$ cat config.mk
export PLATFORM = sky130hd
export DESIGN_NAME = alu_operand_stage
export DESIGN_NICKNAME = d
export VERILOG_FILES = /design/src/rtl/alu_operand_stage.sv
export SDC_FILE = /design/constraint.sdc
export NUM_CORES = 2
export LEC_CHECK = 0
export BUFFER_PORTS_ARGS = -buffer_cell sky130_fd_sc_hd__buf_2
export CORE_ASPECT_RATIO = 1.4
export CORE_MARGIN = 2
export CORE_UTILIZATION = 45
export CTS_CLUSTER_SIZE = 25
export DETAILED_ROUTE_END_ITERATION = 10
export PLACE_DENSITY = 0.58
export SYNTH_ARGS = -nofsm -noshare
export SYNTH_HDL_FRONTEND = slang
export SYNTH_SLANG_ARGS = --single-unit
$ cat constraint.sdc
create_clock -name clk -period 2.99 [get_ports clk]
set_clock_uncertainty 0.1 [all_clocks]
set_input_delay 0.598 -clock clk [delete_from_list [all_inputs] [get_ports clk]]
set_output_delay 0.598 -clock clk [all_outputs]
set_load 0.02 [all_outputs]
$ cat src/rtl/alu_operand_stage.sv
// Register file and operand pipeline register feeding the ALU. Same-cycle
// writebacks are forwarded to the read ports and into held operands during stalls.
module alu_operand_stage #(
  parameter int ADDRESS_WIDTH = 5,
  parameter int DATA_WIDTH    = 32,
  parameter int CTRL_WIDTH    = 3
) (
  input  logic                     clk,
  input  logic                     rst_n,
  input  logic                     in_valid,
  output logic                     in_ready,
  input  logic [ADDRESS_WIDTH-1:0] rs1,
  input  logic [ADDRESS_WIDTH-1:0] rs2,
  input  logic [ADDRESS_WIDTH-1:0] rd,
  input  logic [DATA_WIDTH-1:0]    ImmOp,
  input  logic                     ALUsrc,
  input  logic [CTRL_WIDTH-1:0]    ALUctrl_in,
  input  logic                     RegWrite_in,
  input  logic                     WE3,
  input  logic [ADDRESS_WIDTH-1:0] AD3,
  input  logic [DATA_WIDTH-1:0]    WD3,
  output logic                     out_valid,
  input  logic                     out_ready,
  output logic [DATA_WIDTH-1:0]    ALUop1,
  output logic [DATA_WIDTH-1:0]    ALUop2,
  output logic [CTRL_WIDTH-1:0]    ALUctrl,
  output logic [ADDRESS_WIDTH-1:0] rd_out,
  output logic                     RegWrite_out,
  output logic [DATA_WIDTH-1:0]    a0
);

  localparam int NREGS  = 2 ** ADDRESS_WIDTH;
  localparam int A0_IDX = 10;
  localparam logic [DATA_WIDTH-1:0]    DZERO = {DATA_WIDTH{1'b0}};
  localparam logic [ADDRESS_WIDTH-1:0] AZERO = {ADDRESS_WIDTH{1'b0}};
  localparam logic [CTRL_WIDTH-1:0]    CZERO = {CTRL_WIDTH{1'b0}};

  // Index 0 always reads as zero; otherwise a same-cycle writeback wins over the array.
  function automatic logic [DATA_WIDTH-1:0] bypass_read(
    input logic [ADDRESS_WIDTH-1:0] idx,
    input logic [DATA_WIDTH-1:0]    arr_val,
    input logic                     we,
    input logic [ADDRESS_WIDTH-1:0] ad,
    input logic [DATA_WIDTH-1:0]    wd
  );
    logic [DATA_WIDTH-1:0] res;
    if (idx == AZERO) begin
      res = DZERO;
    end else if (we && (ad == idx)) begin
      res = wd;
    end else begin
      res = arr_val;
    end
    return res;
  endfunction

  logic [DATA_WIDTH-1:0]    rf_q [NREGS];
  logic                     valid_q, valid_d;
  logic [DATA_WIDTH-1:0]    op1_q, op1_d;
  logic [DATA_WIDTH-1:0]    op2_q, op2_d;
  logic [CTRL_WIDTH-1:0]    ctrl_q, ctrl_d;
  logic [ADDRESS_WIDTH-1:0] rd_q, rd_d;
  logic                     rw_q, rw_d;
  logic [ADDRESS_WIDTH-1:0] hrs1_q, hrs1_d;
  logic [ADDRESS_WIDTH-1:0] hrs2_q, hrs2_d;
  logic                     hsrc_q, hsrc_d;
  logic                     accept_s;
  logic                     wb_live_s;
  logic [DATA_WIDTH-1:0]    rdata1_s, rdata2_s;

  assign in_ready  = !valid_q || out_ready;
  assign accept_s  = in_valid && in_ready;
  assign wb_live_s = WE3 && (AD3 != AZERO);
  assign rdata1_s  = bypass_read(rs1, rf_q[rs1], WE3, AD3, WD3);
  assign rdata2_s  = bypass_read(rs2, rf_q[rs2], WE3, AD3, WD3);

  // Register file writeback, independent of the handshake.
  always_ff @(posedge clk or negedge rst_n) begin
    if (!rst_n) begin
      for (int i = 0; i < NREGS; i++) begin
        rf_q[i] <= DZERO;
      end
    end else if (wb_live_s) begin
      rf_q[AD3] <= WD3;
    end else begin
      rf_q[AZERO] <= DZERO;
    end
  end

  // Pipeline next state: reload on accept, otherwise drain and refresh held operands.
  always_comb begin
    valid_d = valid_q;
    op1_d   = op1_q;
    op2_d   = op2_q;
    ctrl_d  = ctrl_q;
    rd_d    = rd_q;
    rw_d    = rw_q;
    hrs1_d  = hrs1_q;
    hrs2_d  = hrs2_q;
    hsrc_d  = hsrc_q;
    if (accept_s) begin
      valid_d = 1'b1;
      op1_d   = rdata1_s;
      op2_d   = ALUsrc ? ImmOp : rdata2_s;
      ctrl_d  = ALUctrl_in;
      rd_d    = rd;
      rw_d    = RegWrite_in;
      hrs1_d  = rs1;
      hrs2_d  = rs2;
      hsrc_d  = ALUsrc;
    end else begin
      if (valid_q && out_ready) begin
        valid_d = 1'b0;
      end else begin
        valid_d = valid_q;
      end
      if (valid_q && wb_live_s && (AD3 == hrs1_q)) begin
        op1_d = WD3;
      end else begin
        op1_d = op1_q;
      end
      if (valid_q && wb_live_s && !hsrc_q && (AD3 == hrs2_q)) begin
        op2_d = WD3;
      end else begin
        op2_d = op2_q;
      end
    end
  end

  // Operand pipeline register.
  always_ff @(posedge clk or negedge rst_n) begin
    if (!rst_n) begin
      valid_q <= 1'b0;
      op1_q   <= DZERO;
      op2_q   <= DZERO;
      ctrl_q  <= CZERO;
      rd_q    <= AZERO;
      rw_q    <= 1'b0;
      hrs1_q  <= AZERO;
      hrs2_q  <= AZERO;
      hsrc_q  <= 1'b0;
    end else begin
      valid_q <= valid_d;
      op1_q   <= op1_d;
      op2_q   <= op2_d;
      ctrl_q  <= ctrl_d;
      rd_q    <= rd_d;
      rw_q    <= rw_d;
      hrs1_q  <= hrs1_d;
      hrs2_q  <= hrs2_d;
      hsrc_q  <= hsrc_d;
    end
  end

  assign out_valid    = valid_q;
  assign ALUop1       = op1_q;
  assign ALUop2       = op2_q;
  assign ALUctrl      = ctrl_q;
  assign rd_out       = rd_q;
  assign RegWrite_out = rw_q;

  generate
    if (NREGS > A0_IDX) begin : g_a0
      assign a0 = rf_q[A0_IDX];
    end else begin : g_no_a0
      assign a0 = DZERO;
    end
  endgenerate

endmodule

### After elaboration in Yosys (flattened, before gate mapping)

Index checks and enable logic that the tools add are counted.

| storage, ports and cells | value |
|---|---|
| register bits | 1109 |

| cells by class | value |
|---|---|
| order comparisons | 4 |
| eq/ne operators | 4 |
| mux-type cells | 21 |
| bitwise gates (word level) | 3 |
| reduce and logical (&&, ||, !) cells | 19 |

Operators by type and width:

| kind | count |
|---|---|
| bitwise mux 1024 bit | 1 |
| 2-to-1 mux 32 bit | 15 |
| binary-select mux 32 bit (select 5 bit) | 2 |
| demux 32 bit (select 5 bit) | 1 |
| equality test 5 bit | 4 |
| greater-or-equal comparator 6 bit, second input constant | 3 |
| inverter 5 -> 6 bit | 3 |
| logical AND 1 bit | 10 |
| zero test 5 bit | 2 |
| less-than comparator 6 x 1 -> 1 bit, second input constant | 1 |
| nonzero test 2 bit | 3 |
| nonzero test 5 bit | 1 |
| zero test 1 bit | 2 |
| 2-to-1 mux 1 bit | 2 |
| logical OR 1 bit | 1 |

### Longest topological paths before layout

| depth | value |
|---|---|
| depth after elaboration | 8 |
| mapped depth | 9 |

### Worst setup path after synthesis

Ideal clock, no wire load.

| timing | value |
|---|---|
| path type | input-to-reg |
| from | input rs2[2] |
| to | register op2_q[26] (netlist: ALUop2[26]) |
| arrival time | 2.199 ns |
| data required time | 2.756 ns |
| slack | 0.557 ns |
| cell stages on the path | 8 |
| buffers on the path | 3 |
| cell sequence | buf_2 > clkbuf_1 > clkbuf_1 > mux4_2 > a22oi_1 > nand2_1 > a32oi_1 > o211ai_1 |

| between the ends | value |
|---|---|
| cells in the longest elaborated chain, start to end | 8 |
| elaborated cells on any way between the ends | 11 |

Ends and longest elaborated chain:

| item | line | source |
|---|---|---|
| from (decl) | 13 | `input logic [ADDRESS_WIDTH-1:0] rs2,` |
| inverter 5 -> 6 bit (implied by the code) | 75 | `assign rdata2_s = bypass_read(rs2, rf_q[rs2], WE3, AD3, WD3);` |
| binary-select mux 32 bit (select 5 bit) | 75 |  |
| 2-to-1 mux 32 bit (implied by the code) (2 in a row) | 75 |  |
| 2-to-1 mux 32 bit | 49 | `end else if (we && (ad == idx)) begin` |
| 2-to-1 mux 32 bit (*) | 47 | `if (idx == AZERO) begin` |
| 2-to-1 mux 32 bit (*) | 104 | `op2_d = ALUsrc ? ImmOp : rdata2_s;` |
| 2-to-1 mux 32 bit (*) | 101 | `if (accept_s) begin` |
| to (signal assigned) | 145 | `op2_q <= op2_d;` |
| to (decl) | 60 | `logic [DATA_WIDTH-1:0] op2_q, op2_d;` |

Every way passes the cells marked *; elsewhere a longest branch is shown, timed or not. The select of a mux whose other input is x is not followed.
A chain may end at the register's enable or synchronous reset.

### Final worst setup path

| timing | value |
|---|---|
| from | register valid_q (netlist: out_valid) |
| to | output in_ready |

| between the ends | value |
|---|---|
| cells in the longest elaborated chain, start to end | 2 |

Ends and longest elaborated chain:

| item | line | source |
|---|---|---|
| from (decl) | 58 | `logic valid_q, valid_d;` |
| from (signal assigned) | 143 | `valid_q <= valid_d;` |
| zero test 1 bit | 71 | `assign in_ready = !valid_q \|\| out_ready;` |
| logical OR 1 bit | 71 |  |
| to (decl) | 11 | `output logic in_ready,` |

Every way passes these cells.

==> out/metrics.yaml <==
timing:
  rsz0062_at_grt: "no"
  setup_ws_ns: 0.265
  period_share_pct: 91.1
  finalHoldViolCount: 0
  worst_pin_slew_ns: 0.867
  slew_viol_final: 0
  fmax_mhz: 367
  min_period_ns: 2.73
  max_slew_margin_pct: 42.2
  setup_viol: 0
  setup_tns_ns: 0
floorplan:
  fp.dieW_um: 308
  start_util_pct: 45.2
  die_h_um: 429
  rows: 156
  coreArea_sq_um: 129000
  dieArea_sq_um: 132000
  io_pins: 201
logic_synthesis:
  synth_top_family_by_area: "multiplexers"
  syn_nets: 3967
  yosys_most_used_dff: "dfrtp_1"
  yosys.cell_types.count: 48
  seq_area_frac_synth_pct: 47.7
  syn_area_per_cell_sq_um: 15.0
  yosys.area_share.simple_pct: 3.11
  yosys-mux-area-fraction_pct: 40.1
  synth_compound_area_share_pct: 4.88
  postSynth.asyncResetShare_pct: 100
  ys_warn_count: 0
  synth_cells: 3873
  synth_edf_count: 0
  syn_area_sq_um: 58200
  synth-seq-cells: 1109
  synth-xor-area-share_pct: 0.301
  synth-adder-area-share_pct: 0
finish:
  stdcell_area_sq_um: 66700
  drive_gt1_share_pct: 53.7
  stdcell_count: 5783
  area_growth_pct: 14.6
  nets: 4122
worst_setup_path:
  worstSetupPathType: "reg2out"
  r2r_start: "out_valid"
  startpoint: "out_valid"
  crit_path_start_kind: "flop"
  cp.arrival_ns: 2.03
  required_ns: 2.29
  end_kind: "primary output"
  worst-path-max-fanout: 6
clock_tree:
  clk_pin_slew_ns: 0.06
  cts_root_buffer: "clkbuf_16"
  cts_buffers: 113
  cts.sinks: 1109
  clkLatencyLatePin_ns: 0.76
  clock_path_buffers: 3
  htreeDepth: 3
  cts_tree: "yes"
global_routing:
  met2_usage_pct: 50.8
  grt_pass1_vias: 39900
  overflow: 0
  antenna_found_initial: 6
  grt_max_degree: 88
  grt_pass1_wl_mm: 295
  busiest_layer: "met2"
  use_met3_pct: 5.10
  grt_usage_pct: 31.1
  grtUsageMet1_pct: 40.5
power_and_ir_drop:
  vdd_drop_max_v: 0.000480
  p_per_area_nw_per_um2: 666
  p_leak_nw: 28.9
  total_power_mw: 44.4
routing:
  drt_iter0_drc: 3533
  wirelength_mm: 204
  drc: 0
  wl_per_cell_um: 35.2
  ant_nets: 0
  num_vias: 38600
  via_per_inst: 6.67
  drtPass1Iterations: 5
status:
  status: "finished clean"
placed_design:
  portBuffers: 200
  hpwlAfterDp_mm: 126
  place_ws_ns: 0.102
  place_area_sq_um: 62600
  placed_cells: 5562
  place_congestion: 0.854
job:
  drv_cap: 0
hold_path:
  min_from: "rs2[1]"
  hp-class: "in2reg"
[cell type report]
class                   count  area [sq um]
repair buffers            487          4510
well taps                1659          2080
inverters                   2          7.51
flip-flops and latches   1109         27800
fillers                 10700         62000
clock buffers             160          3330
clock inverters            47           588
multi-input cells        2315         28400
diodes                      4          10.0
[cell usage after synthesis (2+ instances only)]
| cell type | number | share of area (%) |
|---|---|---|
| nand3b_1 | 3 | 0.039 |
| mux2i_1 | 64 | 1.1 |
| and3_1 | 33 | 0.35 |
| xnor2_1 | 17 | 0.26 |
| and2_1 | 35 | 0.38 |
| nor2b_1 | 4 | 0.043 |
| nor4_1 | 32 | 0.34 |
| o21ai_0 | 2 | 0.017 |
| nand3_1 | 36 | 0.31 |
| a22o_1 | 32 | 0.48 |
| buf_4 | 65 | 0.84 |
| xor2_1 | 3 | 0.045 |
| mux2_1 | 15 | 0.29 |
| clkbuf_1 | 209 | 1.3 |
| buf_6 | 28 | 0.54 |
| nor2_4 | 4 | 0.077 |
| mux2_2 | 977 | 19 |
| nand4_1 | 3 | 0.032 |
| buf_2 | 95 | 0.82 |
| mux4_2 | 512 | 20 |
| a22oi_1 | 128 | 1.7 |
| a32oi_1 | 32 | 0.48 |
| nor3b_1 | 4 | 0.052 |
| or2_2 | 3 | 0.032 |
| buf_1 | 50 | 0.32 |
| o211ai_1 | 32 | 0.41 |
| nor4_2 | 2 | 0.043 |
| nor2_1 | 50 | 0.32 |
| dfrtp_1 | 1109 | 48 |
| nor3_1 | 3 | 0.026 |
| nand2b_1 | 4 | 0.043 |
| o22ai_1 | 62 | 0.67 |
| inv_1 | 2 | 0.013 |
| a221o_1 | 32 | 0.55 |
| nand2_1 | 146 | 0.94 |
| or4_1 | 2 | 0.026 |
| a21o_1 | 32 | 0.41 |
[flip-flops by register name, indices dropped and copies added, names as in the netlist]
register,cells
ALUop2,32
ALUop1,32
hrs2_q,5
RegWrite_out,1
ALUctrl,3
rf_q,992
a0,32
out_valid,1
hsrc_q,1
hrs1_q,5
rd_out,5
[placed cells by master, fill, tap and decap left out, types with 4 or more instances in the layout]
| cell type | instances |
|---|---|
| mux2_2 | 977 |
| mux2_1 | 15 |
| diode_2 | 4 |
| buf_12 | 102 |
| a221o_1 | 32 |
| clkbuf_8 | 26 |
| mux2i_1 | 64 |
| clkinvlp_4 | 5 |
| o211ai_1 | 32 |
| xnor2_1 | 17 |
| nand3_1 | 36 |
| and3_1 | 33 |
| dlygate4sd3_1 | 10 |
| nor2_1 | 35 |
| clkinv_2 | 24 |
| buf_4 | 175 |
| nor4_1 | 32 |
| nand2_2 | 17 |
| and2_1 | 32 |
| clkbuf_1 | 18 |
| o22ai_1 | 62 |
| nor3b_1 | 4 |
| buf_8 | 5 |
| mux4_2 | 512 |
| nor2_4 | 19 |
| buf_2 | 194 |
| a21o_1 | 32 |
| a22oi_1 | 128 |
| a32oi_1 | 32 |
| clkbuf_16 | 116 |
| bufinv_16 | 11 |
| a22o_1 | 32 |
| nand2_1 | 128 |
| dfrtp_1 | 1109 |
[where the power goes]
part	internal, mW	switching (mW)	total (mW)	leakage, nW
registers	17.8	2.29	20.1	14.2
logic	5.34	3.83	9.17	12.8
clock network	8.69	6.41	15.1	1.93
total	31.9	12.5	44.4	28.9
[worst max-delay path, cell delays in order (launching register included)]
cell and delay [ns]:
dfrtp_1 0.43, nand2b_1 0.44, buf_4 0.25, buf_2 0.17
[worst paths after layout]
check / end / slack [ns] / cells after the start
worst max-delay path: in_ready / 0.26 / 3
worst min-delay path: hrs2_q[1] / 0.08 / 3
worst max register to register: ALUop1[4] / 0.43 / 5
worst min register to register: ALUctrl[2] / 0.37 / 2
max in group asynchronous: ALUop1[6] / 1.52 / 3
min in group asynchronous: rf_q[161] / 0.31 / 2
[metrics by stage]
| step | hold slack, ns | util, % |
|---|---|---|
| after global placement | 0.354 | 48.7 |
| final | 0.0820 | 51.8 |
| after floorplan | 0.202 | - |
| after detailed placement | 0.356 | 48.7 |
| after global routing | 0.0715 | 51.8 |
| after CTS | 0.0472 | 51.8 |
[cell families (layout without fill, tap and decap cells)]
family                    count (synthesis)  count (layout)
muxes                                  1568            1568
DFF                                    1109            1109
buffers and inverters                   449             696
xor gates and xnor gates                 20              20
other                                     0               4
AOI/OAI and AO/OA                       360             360
and+or+nand+nor                         367             367
[layer usage]
layer	part of all wire, %	wire (um)
met2	49	99300
met3	6.8	13900
met1	39	79900
met5	0.017	35
met4	5.1	10400
[timing repair]
item                                   4_1_cts  5_1_grt
hold buffers                                10        0
setup buffers                                0        0
endpoints found under the hold margin       21        0
resized for setup                            0        0
Note: power is estimated with default switching activity, not from simulation.
